## src/rtl/mem_access_pkg.sv

```systemverilog
// Shared types and defaults for the memory access sequencer.
package mem_access_pkg;

    localparam int unsigned DEFAULT_DATA_WIDTH = 8;
    localparam int unsigned DEFAULT_ADDR_WIDTH = 8;

    // Request operation encoding as seen on req_op.
    typedef enum logic [1:0] {
        OP_LD   = 2'b00,
        OP_ST   = 2'b01,
        OP_SETB = 2'b10,
        OP_CLRB = 2'b11
    } op_t;

    // Sequencer states.
    typedef enum logic [2:0] {
        IDLE   = 3'd0,
        ACCESS = 3'd1,
        READ   = 3'd2,
        WRITE  = 3'd3,
        RESP   = 3'd4
    } state_t;

endpackage

```

## src/rtl/mem_access_unit_if.sv

```systemverilog
// Request/response handshake bundle between the CPU datapath and the sequencer.
interface mem_access_unit_if #(
    parameter int unsigned DATA_WIDTH = mem_access_pkg::DEFAULT_DATA_WIDTH,
    parameter int unsigned ADDR_WIDTH = mem_access_pkg::DEFAULT_ADDR_WIDTH
) ();
    import mem_access_pkg::*;

    logic                  req_valid;
    logic                  req_ready;
    op_t                   req_op;
    logic [ADDR_WIDTH-1:0] req_addr;
    logic [DATA_WIDTH-1:0] req_wdata;
    logic                  rsp_valid;
    logic                  rsp_ready;
    logic [DATA_WIDTH-1:0] rsp_rdata;

    // CPU side: issues requests, consumes responses.
    modport master (
        output req_valid, req_op, req_addr, req_wdata, rsp_ready,
        input  req_ready, rsp_valid, rsp_rdata
    );

    // Sequencer side: accepts requests, produces responses.
    modport slave (
        input  req_valid, req_op, req_addr, req_wdata, rsp_ready,
        output req_ready, rsp_valid, rsp_rdata
    );

endinterface

```

## src/rtl/mem_access_unit.sv

```systemverilog
// Single-request sequencer in front of a one-cycle registered single-port RAM,
// supporting load, store and atomic bit set/clear via read-modify-write.
module mem_access_unit
    import mem_access_pkg::*;
#(
    parameter int unsigned DATA_WIDTH = DEFAULT_DATA_WIDTH,
    parameter int unsigned ADDR_WIDTH = DEFAULT_ADDR_WIDTH
) (
    input  logic                  clk,
    input  logic                  rst_n,
    mem_access_unit_if.slave      bus,
    output logic                  ram_we,
    output logic [ADDR_WIDTH-1:0] ram_addr,
    output logic [DATA_WIDTH-1:0] ram_din,
    input  logic [DATA_WIDTH-1:0] ram_dout
);

    localparam int unsigned BIT_W = $clog2(DATA_WIDTH);

    state_t                state_q,     state_d;
    op_t                   op_q,        op_d;
    logic [ADDR_WIDTH-1:0] addr_q,      addr_d;
    logic [BIT_W-1:0]      idx_q,       idx_d;
    logic [DATA_WIDTH-1:0] rdata_q,     rdata_d;
    logic                  rsp_valid_q, rsp_valid_d;
    logic [DATA_WIDTH-1:0] rsp_rdata_q, rsp_rdata_d;
    logic                  ram_we_q,    ram_we_d;
    logic [DATA_WIDTH-1:0] ram_din_q,   ram_din_d;
    logic [DATA_WIDTH-1:0] bit_mask_c;
    logic                  req_ready_c;

    // Ready only in IDLE and never while reset is held.
    assign req_ready_c = rst_n && (state_q == IDLE);

    // Next-state and registered-output computation.
    always_comb begin
        state_d     = state_q;
        op_d        = op_q;
        addr_d      = addr_q;
        idx_d       = idx_q;
        rdata_d     = rdata_q;
        rsp_valid_d = rsp_valid_q;
        rsp_rdata_d = rsp_rdata_q;
        ram_we_d    = 1'b0;
        ram_din_d   = ram_din_q;
        bit_mask_c  = DATA_WIDTH'(1) << idx_q;

        case (state_q)
            IDLE: begin
                if (bus.req_valid && req_ready_c) begin
                    op_d    = bus.req_op;
                    addr_d  = bus.req_addr;
                    idx_d   = bus.req_wdata[BIT_W-1:0];
                    state_d = ACCESS;
                    // Store data and strobe are set up so the write lands in ACCESS.
                    if (bus.req_op == OP_ST) begin
                        ram_we_d  = 1'b1;
                        ram_din_d = bus.req_wdata;
                    end
                end
            end
            ACCESS: begin
                if (op_q == OP_ST) begin
                    rsp_valid_d = 1'b1;
                    rsp_rdata_d = '0;
                    state_d     = RESP;
                end else begin
                    state_d = READ;
                end
            end
            READ: begin
                rdata_d = ram_dout;
                if (op_q == OP_LD) begin
                    rsp_valid_d = 1'b1;
                    rsp_rdata_d = ram_dout;
                    state_d     = RESP;
                end else begin
                    // Modified word is prepared here so it is on ram_din during WRITE.
                    ram_we_d  = 1'b1;
                    ram_din_d = (op_q == OP_SETB) ? (ram_dout | bit_mask_c)
                                                  : (ram_dout & ~bit_mask_c);
                    state_d   = WRITE;
                end
            end
            WRITE: begin
                rsp_valid_d = 1'b1;
                rsp_rdata_d = rdata_q;
                state_d     = RESP;
            end
            RESP: begin
                if (bus.rsp_ready) begin
                    rsp_valid_d = 1'b0;
                    state_d     = IDLE;
                end
            end
            default: begin
                state_d = IDLE;
            end
        endcase
    end

    // State and datapath registers with synchronous reset.
    always_ff @(posedge clk) begin
        if (!rst_n) begin
            state_q     <= IDLE;
            op_q        <= OP_LD;
            addr_q      <= '0;
            idx_q       <= '0;
            rdata_q     <= '0;
            rsp_valid_q <= 1'b0;
            rsp_rdata_q <= '0;
            ram_we_q    <= 1'b0;
            ram_din_q   <= '0;
        end else begin
            state_q     <= state_d;
            op_q        <= op_d;
            addr_q      <= addr_d;
            idx_q       <= idx_d;
            rdata_q     <= rdata_d;
            rsp_valid_q <= rsp_valid_d;
            rsp_rdata_q <= rsp_rdata_d;
            ram_we_q    <= ram_we_d;
            ram_din_q   <= ram_din_d;
        end
    end

    // Write strobe gated by reset so no write commits on a reset edge.
    assign ram_we        = ram_we_q & rst_n;
    assign ram_addr      = addr_q;
    assign ram_din       = ram_din_q;
    assign bus.req_ready = req_ready_c;
    assign bus.rsp_valid = rsp_valid_q;
    assign bus.rsp_rdata = rsp_rdata_q;

endmodule

```

## src/flat_wrapper.sv

```systemverilog
// flat-port wrapper written by rule: the top's interface ports become plain ports
module mem_access_unit_flat import mem_access_pkg::*;
#(
    parameter int unsigned DATA_WIDTH = DEFAULT_DATA_WIDTH,
    parameter int unsigned ADDR_WIDTH = DEFAULT_ADDR_WIDTH
)
  (clk, rst_n, ram_we, ram_addr, ram_din, ram_dout, bus_req_valid, bus_req_op, bus_req_addr, bus_req_wdata, bus_rsp_ready, bus_req_ready, bus_rsp_valid, bus_rsp_rdata);
  mem_access_unit_if #(.DATA_WIDTH(DATA_WIDTH), .ADDR_WIDTH(ADDR_WIDTH)) bus_i ();
  input  logic clk;
  input  logic rst_n;
  output logic ram_we;
  output logic [ADDR_WIDTH-1:0] ram_addr;
  output logic [DATA_WIDTH-1:0] ram_din;
  input  logic [DATA_WIDTH-1:0] ram_dout;
  input wire logic [$bits(bus_i.req_valid)-1:0] bus_req_valid;
  input wire logic [$bits(bus_i.req_op)-1:0] bus_req_op;
  input wire logic [$bits(bus_i.req_addr)-1:0] bus_req_addr;
  input wire logic [$bits(bus_i.req_wdata)-1:0] bus_req_wdata;
  input wire logic [$bits(bus_i.rsp_ready)-1:0] bus_rsp_ready;
  output wire logic [$bits(bus_i.req_ready)-1:0] bus_req_ready;
  output wire logic [$bits(bus_i.rsp_valid)-1:0] bus_rsp_valid;
  output wire logic [$bits(bus_i.rsp_rdata)-1:0] bus_rsp_rdata;
  assign bus_i.req_valid = bus_req_valid;
  assign bus_i.req_op = bus_req_op;
  assign bus_i.req_addr = bus_req_addr;
  assign bus_i.req_wdata = bus_req_wdata;
  assign bus_i.rsp_ready = bus_rsp_ready;
  assign bus_req_ready = bus_i.req_ready;
  assign bus_rsp_valid = bus_i.rsp_valid;
  assign bus_rsp_rdata = bus_i.rsp_rdata;
  mem_access_unit #(.DATA_WIDTH(DATA_WIDTH), .ADDR_WIDTH(ADDR_WIDTH)) u_core (.clk(clk), .rst_n(rst_n), .bus(bus_i), .ram_we(ram_we), .ram_addr(ram_addr), .ram_din(ram_din), .ram_dout(ram_dout));
endmodule
```

## config.mk

```make
export PLATFORM = sky130hd
export DESIGN_NAME = mem_access_unit_flat
export DESIGN_NICKNAME = d
export VERILOG_FILES = /design/src/rtl/mem_access_pkg.sv /design/src/rtl/mem_access_unit_if.sv /design/src/rtl/mem_access_unit.sv /design/src/flat_wrapper.sv
export SDC_FILE = /design/constraint.sdc
export NUM_CORES = 1
export LEC_CHECK = 0
export BUFFER_PORTS_ARGS = -buffer_cell sky130_fd_sc_hd__buf_2
export CAP_MARGIN = 10
export CORE_MARGIN = 8
export CORE_UTILIZATION = 40
export CTS_CLUSTER_SIZE = 25
export DETAILED_ROUTE_END_ITERATION = 10
export MAX_ROUTING_LAYER = met4
export PLACE_DENSITY = 0.78
export SETUP_SLACK_MARGIN = 0.4
export SYNTH_ARGS = -nofsm -noshare
export SYNTH_HDL_FRONTEND = slang
export SYNTH_SLANG_ARGS = --single-unit
export TNS_END_PERCENT = 50
```

## constraint.sdc

```tcl
create_clock -name clk -period 1.4 [get_ports clk]
set_input_delay 0.07 -clock clk [delete_from_list [all_inputs] [get_ports clk]]
set_output_delay 0.07 -clock clk [all_outputs]
set_load 0.01 [all_outputs]
```

==> results.md, run 1 <==
* Status: complete, no violations
* Initial drt markers at 74
* Worst-path clk slew at 80 ps
* Routed via count at 1,773
* Yosys top cell by area: dfxtp_1
* Syn_area_per_cell at 8.59 µm²
* CTS tree: yes
* Share of the synthesized area in the top cell type at 44.9%
* RSZ-0062 raised after global routing: true
* CP Capture Type: flop
* Nets at 323
* Syn Inst Count at 218
* Drt drc at 0
* WP data required at 1590 ps
* Most common cell after layout, fill and taps aside: buf_2
* Final slew viol count at 0
* Seq/Total Area, Yosys at 44.9%
* HP Start: bus_req_wdata[1]
* Setup crit start kind: flop
* Most frequent cells in the layout: buf_2, nand2_1, dfxtp_1, mux2i_1
* Initial antenna violation count at 0
* Vias in the first global route at 1,732
* CTS Root Cell: clkbuf_8
* Die H at 84.4 µm
* Initial core utilization at 40.4%
* Count of cell types in the netlist at 33
* H-tree depth at 2
* Minimum clock period at 1310 ps
* Yosys warning count at 0
* Inserted Clock Buffers at 5
* WP data arrival at 1500 ps
* Crit. Startpoint: u_core.state_q[1]$_SDFFE_PN0P_
* Antenna Nets Post-Route at 0
* Tightest Pin Transition at 374 ps
* Post-DP HPWL at 3340 µm
* Pre-Repair DR Iteration Count at 4
* IO Port Bufs at 56
* Max-cap violations at 0
* Antenna cell count at 0
* Final setup vio count at 0
* Placed inst area at 2240 µm²
* Slew headroom at 74.4%
* GPL Wtd Cong at 0.823
* Pwr Density at 1010 nW/µm²
* Maximum vdd ir drop at 0.551 mV
* Crit Path Max Fanout at 8
* Placeable Area at 4630 µm²
* DIE AREA at 7120 µm²
* Final WL at 4970 µm
* Clk sinks at 42
* Ranking of synthesized cells by area: dfxtp_1, nand2_1, mux2i_1, a22o_1, o21ai_0
* Die width at 84.4 µm
* Final Cell Area at 2620 µm²
* Setup Crit Path Kind: flop to flop
* Final worst-path cycle share at 93.5%
* Setup TNS at 0 ps
* Hold Path Class: input port to flop
* GR Overflow Total at 0
* Hold Vio Cnt, Final at 0
* RR Startpoint: u_core.state_q[1]$_SDFFE_PN0P_
* Pin count of the biggest net entering global routing at 25
* Max clock buf depth at 2
* Achievable frequency at 764 MHz
* Layout Skew at 5.81 ps
* Syn Nets at 248
* Vias/cell at 5.09
* GRT Total Usage at 14.5%
* Leakage at 1.15 nW
* Clock Latency Late Sink at 290 ps
* Synth Register Bits at 42
* WL/cell at 14.3 µm
* Area grow syn2layout at 40.2%
* First-pass GRT wire length at 8290 µm
* Layout cells sized above 1 at 34.0%
* IO Count at 57
* # rows at 25
* Filler cells at 432
* Synthesized cell area at 1870 µm²
-- worst max-delay path: stages (launching register included) --
cell	delay (ps)
dfxtp_2	360
o31a_1	280
o31a_4	330
a22o_1	240
-- timing repair --
item | CTS | global route
endpoints found under the hold margin | 12 | 0
gates resized for setup | 18 | 8
setup endpoints to repair | 43 | 43
cloned | 1 | 0
pin swaps | 3 | 1
hold buffers | 12 | 0
setup buffers | 3 | 3
-- where the power goes --
part / internal (mW) / switching, mW
Clock: 0.352 / 0.409
Sequential: 1.27 / 0.0705
Combinational: 0.289 / 0.252
-- state kept, by name, summed over array words and instances, names as in the netlist --
| register | cells |
|---|---|
| u_core.bus.rsp_valid | 1 |
| u_core.ram_din | 8 |
| u_core.rdata_q | 8 |
| u_core.bus.rsp_rdata | 8 |
| u_core.state_q | 3 |
| u_core.ram_addr | 8 |
| u_core.op_q | 2 |
| u_core.idx_q | 3 |
| u_core.ram_we_q | 1 |
-- through the flow --
stage / setup WS, ps / hold WS (ps) / utilization, % / std cells / total power, mW
2_1_floorplan: 48.0 / 179 / - / 218 / 1.62
3_3_place_gp: 0.814 / 263 / 48.4 / 321 / 1.79
3_5_place_dp: -25.7 / 268 / 48.4 / 321 / 1.80
4_1_cts: 98.1 / 15.5 / 55.2 / 345 / 2.64
5_1_grt: 46.0 / 35.5 / 56.7 / 348 / 2.78
6_report: 90.9 / 18.5 / 56.7 / 348 / 2.64
-- layout make-up --
cell class	count	area [µm²]	share of cell area, %
Clock buffer	6	72.6	2.77
Clock inverter	2	13.8	0.525
Inverter	1	3.75	0.143
Multi-Input combinational cell	158	986	37.6
Sequential cell	42	861	32.8
Tap cell	54	67.6	2.58
Timing Repair Buffer	85	619	23.6
-- cells by family (layout without fill, tap and decap cells) --
kind of cell / after synthesis / count (layout) / share of synthesized area, %
buffers and inverters: 18 / 94 / 5.08
AOI/OAI and AO/OA: 55 / 55 / 19.7
DFF: 42 / 42 / 44.9
xor gates and xnor gates: 1 / 1 / 0.468
and+or+nand+nor: 85 / 85 / 20.7
muxes: 17 / 17 / 9.09
-- routing by layer --
layer | GRT usage [%] | up-vias | share of wire, %
li1 | - | 902 | -
met4 | 6.15 | 0 | 2.1
met1 | 17.4 | 821 | 46
met3 | 3.32 | 8 | 4.4
met2 | 22.9 | 42 | 48
met5 | - | - | 0
-- cells in the mapped netlist --
master      n
nor2b_1     3
nand2_1    54
o31a_4      1
buf_6       1
nand2b_1    1
a21oi_1     8
a22o_1      8
o21a_1      2
o211a_1     1
nor3b_1     3
o22ai_1     8
a2111oi_0   1
a21boi_0    8
inv_1       1
nor2_1     14
buf_4       2
o31a_1      1
o21ai_0    14
and3_1      1
nor3_4      1
buf_2      10
xor2_1      1
nand3b_1    3
o211ai_1    1
clkbuf_1    4
nor3b_4     1
mux2i_1    17
nand3_1     1
nor3_1      2
and2_1      1
dfxtp_1    42
o21ai_1     1
a31oi_1     1
-- path summary, 6_finish.rpt --
path | endpoint | slack [ps] | cells past startpoint
worst max register to register | u_core.ram_din[2]$_SDFFE_PN0P_ | 90 | 3
worst max-delay path | u_core.ram_din[2]$_SDFFE_PN0P_ | 90 | 3
worst min-delay path | u_core.idx_q[1]$_SDFFE_PN0P_ | 20 | 3
worst min register to register | u_core.bus.rsp_rdata[6]$_SDFFE_PN0P_ | 460 | 2
No activity file was read; power rests on OpenSTA's default activity.
==> run 2, diff against run 1 <==
- CORE_UTILIZATION: 40 -> 45
- PLACE_DENSITY: 0.78 -> 0.85
==> run 2 against run 1 <==
Clock power grew 2%. Non-clock buffer count increased by 2. Critical endpoint is now u_core.ram_din[4]$_SDFFE_PN0P_. Critical path depth unchanged. Maximum frequency down 0.98%. Via count rose by 1.3%. Utilization rose by 8.7 points. Setup slack lost 13 ps. Flip-flop and latch count unchanged.
==> results.md, run 2 (synthesis gave the netlist of run 1 again) <==
* Int Power at 1.91 mW (about the same)
* Antenna cell count at 0 (unchanged)
* Minimum clock period at 1320 ps (+12.9 ps)
* Pin count of the biggest net entering global routing at 25 (unchanged)
* Placed inst area at 2220 µm² (-1.1%)
* Final slew viol count at 0 (unchanged)
* Die width at 80.5 µm (-4.6%)
* CTS Root Cell: clkbuf_8
* Seq pwr share at 50.2% (-0.5 points)
* Crit. Startpoint: u_core.state_q[1]$_SDFFE_PN0P_
* Final worst-path cycle share at 94.4% (+0.92 points)
* Initial core utilization at 46.8% (+6.4 points)
* HP Start: bus_req_op[1]
* Layout cells sized above 1 at 34.5% (+0.45 points)
* Final setup vio count at 0 (unchanged)
* H-tree depth at 2 (unchanged)
* Final WL at 5080 µm (+2.3%)
* GR Overflow Total at 0 (unchanged)
* CP Buf/Inv Count at 0 (unchanged)
* Clock share of power at 29.3% (+0.5 points)
* Initial antenna violation count at 0 (unchanged)
* Critical Path Max Stage Delay at 350 ps (about the same)
* Fin worst setup slack at 77.9 ps (-12.9 ps)
* First-pass GRT wire length at 8390 µm (+1.3%)
* Setup Crit Path Kind: flop to flop
* Vias in the first global route at 1,793 (+3.5%)
* Layout Skew at 11.2 ps (+5.38 ps)
* Die H at 80.5 µm (-4.6%)
* DIE AREA at 6480 µm² (-9.1%)
* Filler cells at 327 (-24%)
* Setup TNS at 0 ps (unchanged)
* Placeable Area at 4000 µm² (-14%)
* Antenna Nets Post-Route at 0 (unchanged)
* Critical path capture point: u_core.ram_din[4]$_SDFFE_PN0P_
* Stages on worst setup path at 3 (unchanged)
* Inserted Clock Buffers at 5 (unchanged)
* Clock Latency Late Sink at 300 ps (about the same)
* Comb power frac at 20.5% (about the same)
* Crit Path Max Fanout at 8 (unchanged)
* Area grow syn2layout at 39.8%
* Sw Ratio at 28.3% (+0.56 points)
* Tightest Pin Transition at 395 ps (+21.3 ps)
* Hold Path Class: input port to flop
* WL/cell at 14.7 µm (+2.9%)
* RR Startpoint: u_core.state_q[1]$_SDFFE_PN0P_
* CP cell instances: o31a_1, o31a_4, a22o_1
* Final Cell Area at 2620 µm² (-0.29%)
* IO Port Bufs at 56 (unchanged)
* Top Family by Delay on Critical Path: compound AO/OA/AOI/OAI gates
* Placed Instances at 316 (-1.6%)
* Drt drc at 0 (unchanged)
* CP Capture Type: flop
* # rows at 23 (-8.0%)
* Maximum vdd ir drop at 0.670 mV (+22%)
* Reg2reg path depth at 3 (unchanged)
* Final Util at 65.4% (+8.7 points)
* Setup crit start kind: flop
* Slew headroom at 73.6% (-0.86 points)
* Nets at 325 (+0.62%)
* CP max stage cell: dfxtp_2
* Routed via count at 1,796 (+1.3%)
* Leakage at 1.15 nW (+0.18%)
* Clk sinks at 42 (unchanged)
* Non-filler instance count after layout at 346 (-0.57%)
* RSZ-0062 raised after global routing: true
* Post-Place Setup Slack at -50.4 ps (-24.7 ps)
* Worst-path clk slew at 80 ps (about the same)
* Post-DP HPWL at 3360 µm (+0.69%)
* CTS tree: yes
* Achievable frequency at 756 MHz (-0.98%)
* Max clock buf depth at 2 (unchanged)
* Hold Vio Cnt, Final at 0 (unchanged)
* WP data required at 1600 ps (about the same)
* Most frequent cells in the layout: buf_2, nand2_1, dfxtp_1, mux2i_1
* Pre-Repair DR Iteration Count at 4 (unchanged)
* R2R Setup Slk at 80 ps (about the same)
* Vias/cell at 5.19 (+1.9%)
* Total net switching power at 0.752 mW (+2.8%)
* Initial drt markers at 126 (+70%)
* GPL Wtd Cong at 0.852 (+3.5%)
* WP data arrival at 1520 ps (+20 ps)
* Status: complete, no violations
* Most common cell after layout, fill and taps aside: buf_2
* Max-cap violations at 0 (unchanged)
* Reg2reg end: u_core.ram_din[4]$_SDFFE_PN0P_
* IO Count at 57 (unchanged)
* GRT Total Usage at 16.6% (+2.0 points)
* Pwr Density at 1020 nW/µm² (+1.0%)
## run 2: how the worst min path moves through the flow
stage,cells after the start,to,slack (ps)
floorplan,2,u_core.idx_q[0]$_SDFFE_PN0P_,180
global placement,3,u_core.ram_addr[6]$_SDFFE_PN0P_,260
detailed placement,3,u_core.ram_addr[3]$_SDFFE_PN0P_,270
CTS,3,u_core.op_q[1]$_SDFFE_PN0P_,9
global route,3,u_core.op_q[1]$_SDFFE_PN0P_,20
finish,3,u_core.op_q[1]$_SDFFE_PN0P_,20
## run 2: worst min-delay path: stages
cell and delay, ps:
buf_2 100, nand2_1 50, o21ai_0 60
## run 2: what timing repair did
action	4_1_cts	5_1_grt
hold buffers	12	0
resized for setup	21	10
buffers inserted	4	4
cloned	2	0
endpoints found under the hold margin	12	0
setup endpoints to repair	43	44
pin swaps	3	0
## run 2: metrics by stage
step / hold slack (ps) / total power [mW]
final: 16.1 / 2.66
after floorplan: 179 / 1.62
after global placement: 261 / 1.77
after global routing: 22.4 / 2.79
after detailed placement: 272 / 1.79
after CTS: 8.92 / 2.64
## run 2: routing by layer
layer  track usage, %  vias up  wire length, µm
met2             25.3       52             2400
met4             6.91        0               79
li1                 -      905                -
met1             20.5      834             2310
met5                -        -                0
met3             3.79        5              290
## run 2: power by group through the flow
stage / registers, mW / clock network [mW] / logic, mW
5_1_grt: 1.35 / 0.844 / 0.599
2_1_floorplan: 1.35 / 0 / 0.274
4_1_cts: 1.33 / 0.795 / 0.506
3_5_place_dp: 1.36 / 0 / 0.430
3_3_place_gp: 1.35 / 0 / 0.421
6_report: 1.34 / 0.779 / 0.544
## run 2: cell type report
| cell class | instances | area [µm²] | area share, % |
|---|---|---|---|
| clock buffer | 6 | 72.6 | 2.77 |
| clock inverter | 2 | 13.8 | 0.526 |
| inverter | 1 | 3.75 | 0.143 |
| multi-input combinational | 158 | 992 | 37.9 |
| sequential | 42 | 858 | 32.8 |
| tap | 50 | 62.6 | 2.39 |
| timing repair buffer | 87 | 613 | 23.4 |
==> run 3, diff against run 2 <==
- ABC_AREA: unset -> 1
- CORE_UTILIZATION: 45 -> 46
- PLACE_DENSITY: 0.85 -> 0.86
==> run 3 against run 2 <==
First-iteration DRC count is 18% higher. Clock skew is 6.7 ps lower. Flip-flop and latch count stayed put. Setup slack better by 69 ps. Critical endpoint is now u_core.ram_we_q$_SDFF_PN0_. Hold slack better by 26 ps. Via count is 24% higher. Largest power group unchanged. Maximum frequency is 5.5% higher. Global-route usage is 1.7 points higher. Critical path type unchanged. Power is 46% higher. Highest routed layer unchanged.
==> results.md, run 3 <==
* Vias/cell at 5.14 (-0.97%)
* CTS tree: yes
* Reg2reg end: u_core.ram_we_q$_SDFF_PN0_
* Top post-synthesis cells by count: nand2_1, nand3_1, dfxtp_1
* Pwr Density at 1380 nW/µm² (+36%)
* WP data required at 1590 ps (about the same)
* Drt drc at 0 (unchanged)
* Most common cell after layout, fill and taps aside: nand2_1
* # rows at 24 (+4.3%)
* H-tree depth at 2 (unchanged)
* Filler cells at 354 (+8.3%)
* GR Overflow Total at 0 (unchanged)
* Pin count of the biggest net entering global routing at 22 (-12%)
* Routed via count at 2,231 (+24%)
* Clk sinks at 42 (unchanged)
* Final setup vio count at 0 (unchanged)
* R2R Setup Slk at 150 ps (+70 ps)
* Synth Register Bits at 42 (unchanged)
* Setup TNS at 0 ps (unchanged)
* Clock Latency Late Sink at 300 ps (about the same)
* Share of the synthesized area in the top cell type at 41.7% (-3.3 points)
* Worst-path clk slew at 80 ps (about the same)
* IO Count at 57 (unchanged)
* Syn Nets at 329 (+33%)
* WP data arrival at 1450 ps (-70 ps)
* Hold Path Class: input port to flop
* Syn_area_per_cell at 6.75 µm² (-21%)
* Status: complete, no violations
* Count of cell types in the netlist at 23 (-30%)
* Slew headroom at 81.0% (+7.4 points)
* Final Cell Area at 2810 µm² (+7.5%)
* Layout cells sized above 1 at 33.8% (-0.69 points)
* Die width at 82.2 µm (+2.2%)
* Final WL at 5970 µm (+17%)
* Setup Crit Path Kind: flop to flop
* Vias in the first global route at 2,088 (+16%)
* GPL Wtd Cong at 0.954 (+12%)
* Area of the multi-input gates at 1080 µm² (+8.4%)
* Crit Path Max Fanout at 9 (+1)
* Placeable Area at 4290 µm² (+7.4%)
* Inserted Clock Buffers at 5 (unchanged)
* Placed inst area at 2390 µm² (+8.0%)
* Nets at 411 (+26%)
* Die H at 82.2 µm (+2.2%)
* Area grow syn2layout at 39.4%
* Achievable frequency at 798 MHz (+5.5%)
* GRT Total Usage at 18.2% (+1.7 points)
* DIE AREA at 6760 µm² (+4.4%)
* Minimum clock period at 1250 ps (-69.5 ps)
* Layout Skew at 4.46 ps (-6.74 ps)
* Tightest Pin Transition at 284 ps (-111 ps)
* Pre-Repair DR Iteration Count at 5 (+1)
* Setup crit start kind: flop
* Antenna cell count at 0 (unchanged)
* Synth Flop Type: dfxtp_1
* Reg2reg path depth at 6 (+3)
* Synthesized cell area at 2020 µm² (+7.8%)
* Initial drt markers at 149 (+18%)
* Antenna Nets Post-Route at 0 (unchanged)
* Initial antenna violation count at 0 (unchanged)
* Post-DP HPWL at 3910 µm (+16%)
* Max clock buf depth at 2 (unchanged)
* Most frequent cells in the layout: nand2_1, buf_2, nand3_1, dfxtp_1, inv_1
* Final worst-path cycle share at 89.5% (-5.0 points)
* Syn Inst Count at 299 (+37%)
* Maximum vdd ir drop at 0.903 mV (+35%)
* CTS Root Cell: clkbuf_8
* IO Port Bufs at 56 (unchanged)
* Leakage at 1.37 nW (+19%)
* Post-synth EDFFs at 0 (unchanged)
* Initial core utilization at 47.0% (+0.20 points)
* Yosys warning count at 0 (unchanged)
* Critical path capture point: u_core.ram_we_q$_SDFF_PN0_
* Seq/Total Area, Yosys at 41.7% (-3.3 points)
* Ranking of synthesized cells by area: dfxtp_1, nand2_1, nand3_1, inv_1, a21oi_1
* Yosys top cell by area: dfxtp_1
* Crit. Startpoint: u_core.state_q[2]$_SDFFE_PN0P_
* Sequential Area at 853 µm² (-0.58%)
* RR Startpoint: u_core.state_q[2]$_SDFFE_PN0P_
* Most frequent cell after synthesis: nand2_1
* Hold Vio Cnt, Final at 0 (unchanged)
* Max-cap violations at 0 (unchanged)
* RSZ-0062 raised after global routing: true
* Post-synth ARST share at 0% (unchanged)
* Final slew viol count at 0 (unchanged)
* First-pass GRT wire length at 9480 µm (+13%)
* CP Capture Type: flop
* HP Start: bus_req_op[0]
* WL/cell at 13.8 µm (-6.4%)
## run 3: cell types whose count changed in the layout (fill, tap and decap cells not counted), moves of 6 or more
cell      change
nor2_1        +6
inv_1        +32
nand2_1      +21
nor2_2        +7
o22ai_1       -8
nand3_1      +45
nand2_2       +7
a21boi_0      -8
a22o_1        -8
a21oi_1      +11
mux2i_1      -17
## run 3: through the flow
stage,utilization (%),power (mW),worst slack [ps],cells,hold slack [ps]
after floorplan,-,2.33,265,299,180
after global placement,55.7,2.62,117,405,262
after detailed placement,55.7,2.65,76.4,405,269
after CTS,63.4,3.75,184,431,39.3
after global routing,65.5,4.10,45.9,434,54.2
final,65.5,3.88,147,434,41.7
## run 3: cells by family after synthesis
group	after synthesis	synth area share, %
flops	42	41.7
simple gates	170	38.4
compound gates	39	10.2
buf+inv	48	9.73
## run 3: power by group
part           leakage, nW  switching, mW  total (mW)  internal (mW)
sequential           0.345          0.156        1.55           1.40
combinational        0.967          0.810        1.44          0.626
clock               0.0561          0.437       0.890          0.453
## run 3: worst min-delay path by stage
| stage | end | cells past startpoint | slack [ps] |
|---|---|---|---|
| after floorplan | u_core.ram_addr[0]$_SDFFE_PN0P_ | 2 | 180 |
| after detailed placement | u_core.ram_addr[5]$_SDFFE_PN0P_ | 3 | 270 |
| after global routing | u_core.rdata_q[6]$_SDFFE_PN0N_ | 3 | 50 |
| after CTS | u_core.rdata_q[6]$_SDFFE_PN0N_ | 3 | 40 |
| final | u_core.op_q[0]$_SDFFE_PN0P_ | 3 | 40 |
| after global placement | u_core.ram_addr[3]$_SDFFE_PN0P_ | 3 | 260 |
## run 3: what timing repair did
item,CTS,global route
setup buffers,10,3
hold buffers,8,0
pin swaps,4,6
hold endpoints to repair,8,0
endpoints found under the setup margin,43,43
resized for setup,14,24
## run 3: area by class of cell
class | instances | share of cell area, %
Multi-Input combinational cell | 209 | 38.3
Clock inverter | 2 | 0.356
Tap cell | 52 | 2.31
Timing Repair Buffer | 86 | 20.2
Inverter | 37 | 5.16
Clock buffer | 6 | 3.34
Sequential cell | 42 | 30.3
## run 3: worst max-delay path: stages (launching register included)
cell and delay [ps]:
dfxtp_2 370, clkinv_4 110, nand4_1 160, nor2_2 60
nor2_4 240, buf_4 170, nor2_1 30
## run 3: layer usage
layer | wire [µm] | track usage (%) | vias to the layer above
met5 | 0 | - | -
met4 | 57 | 4.39 | 0
met3 | 574 | 5.84 | 7
met2 | 2830 | 29.4 | 108
met1 | 2510 | 21.5 | 1004
li1 | - | - | 1112
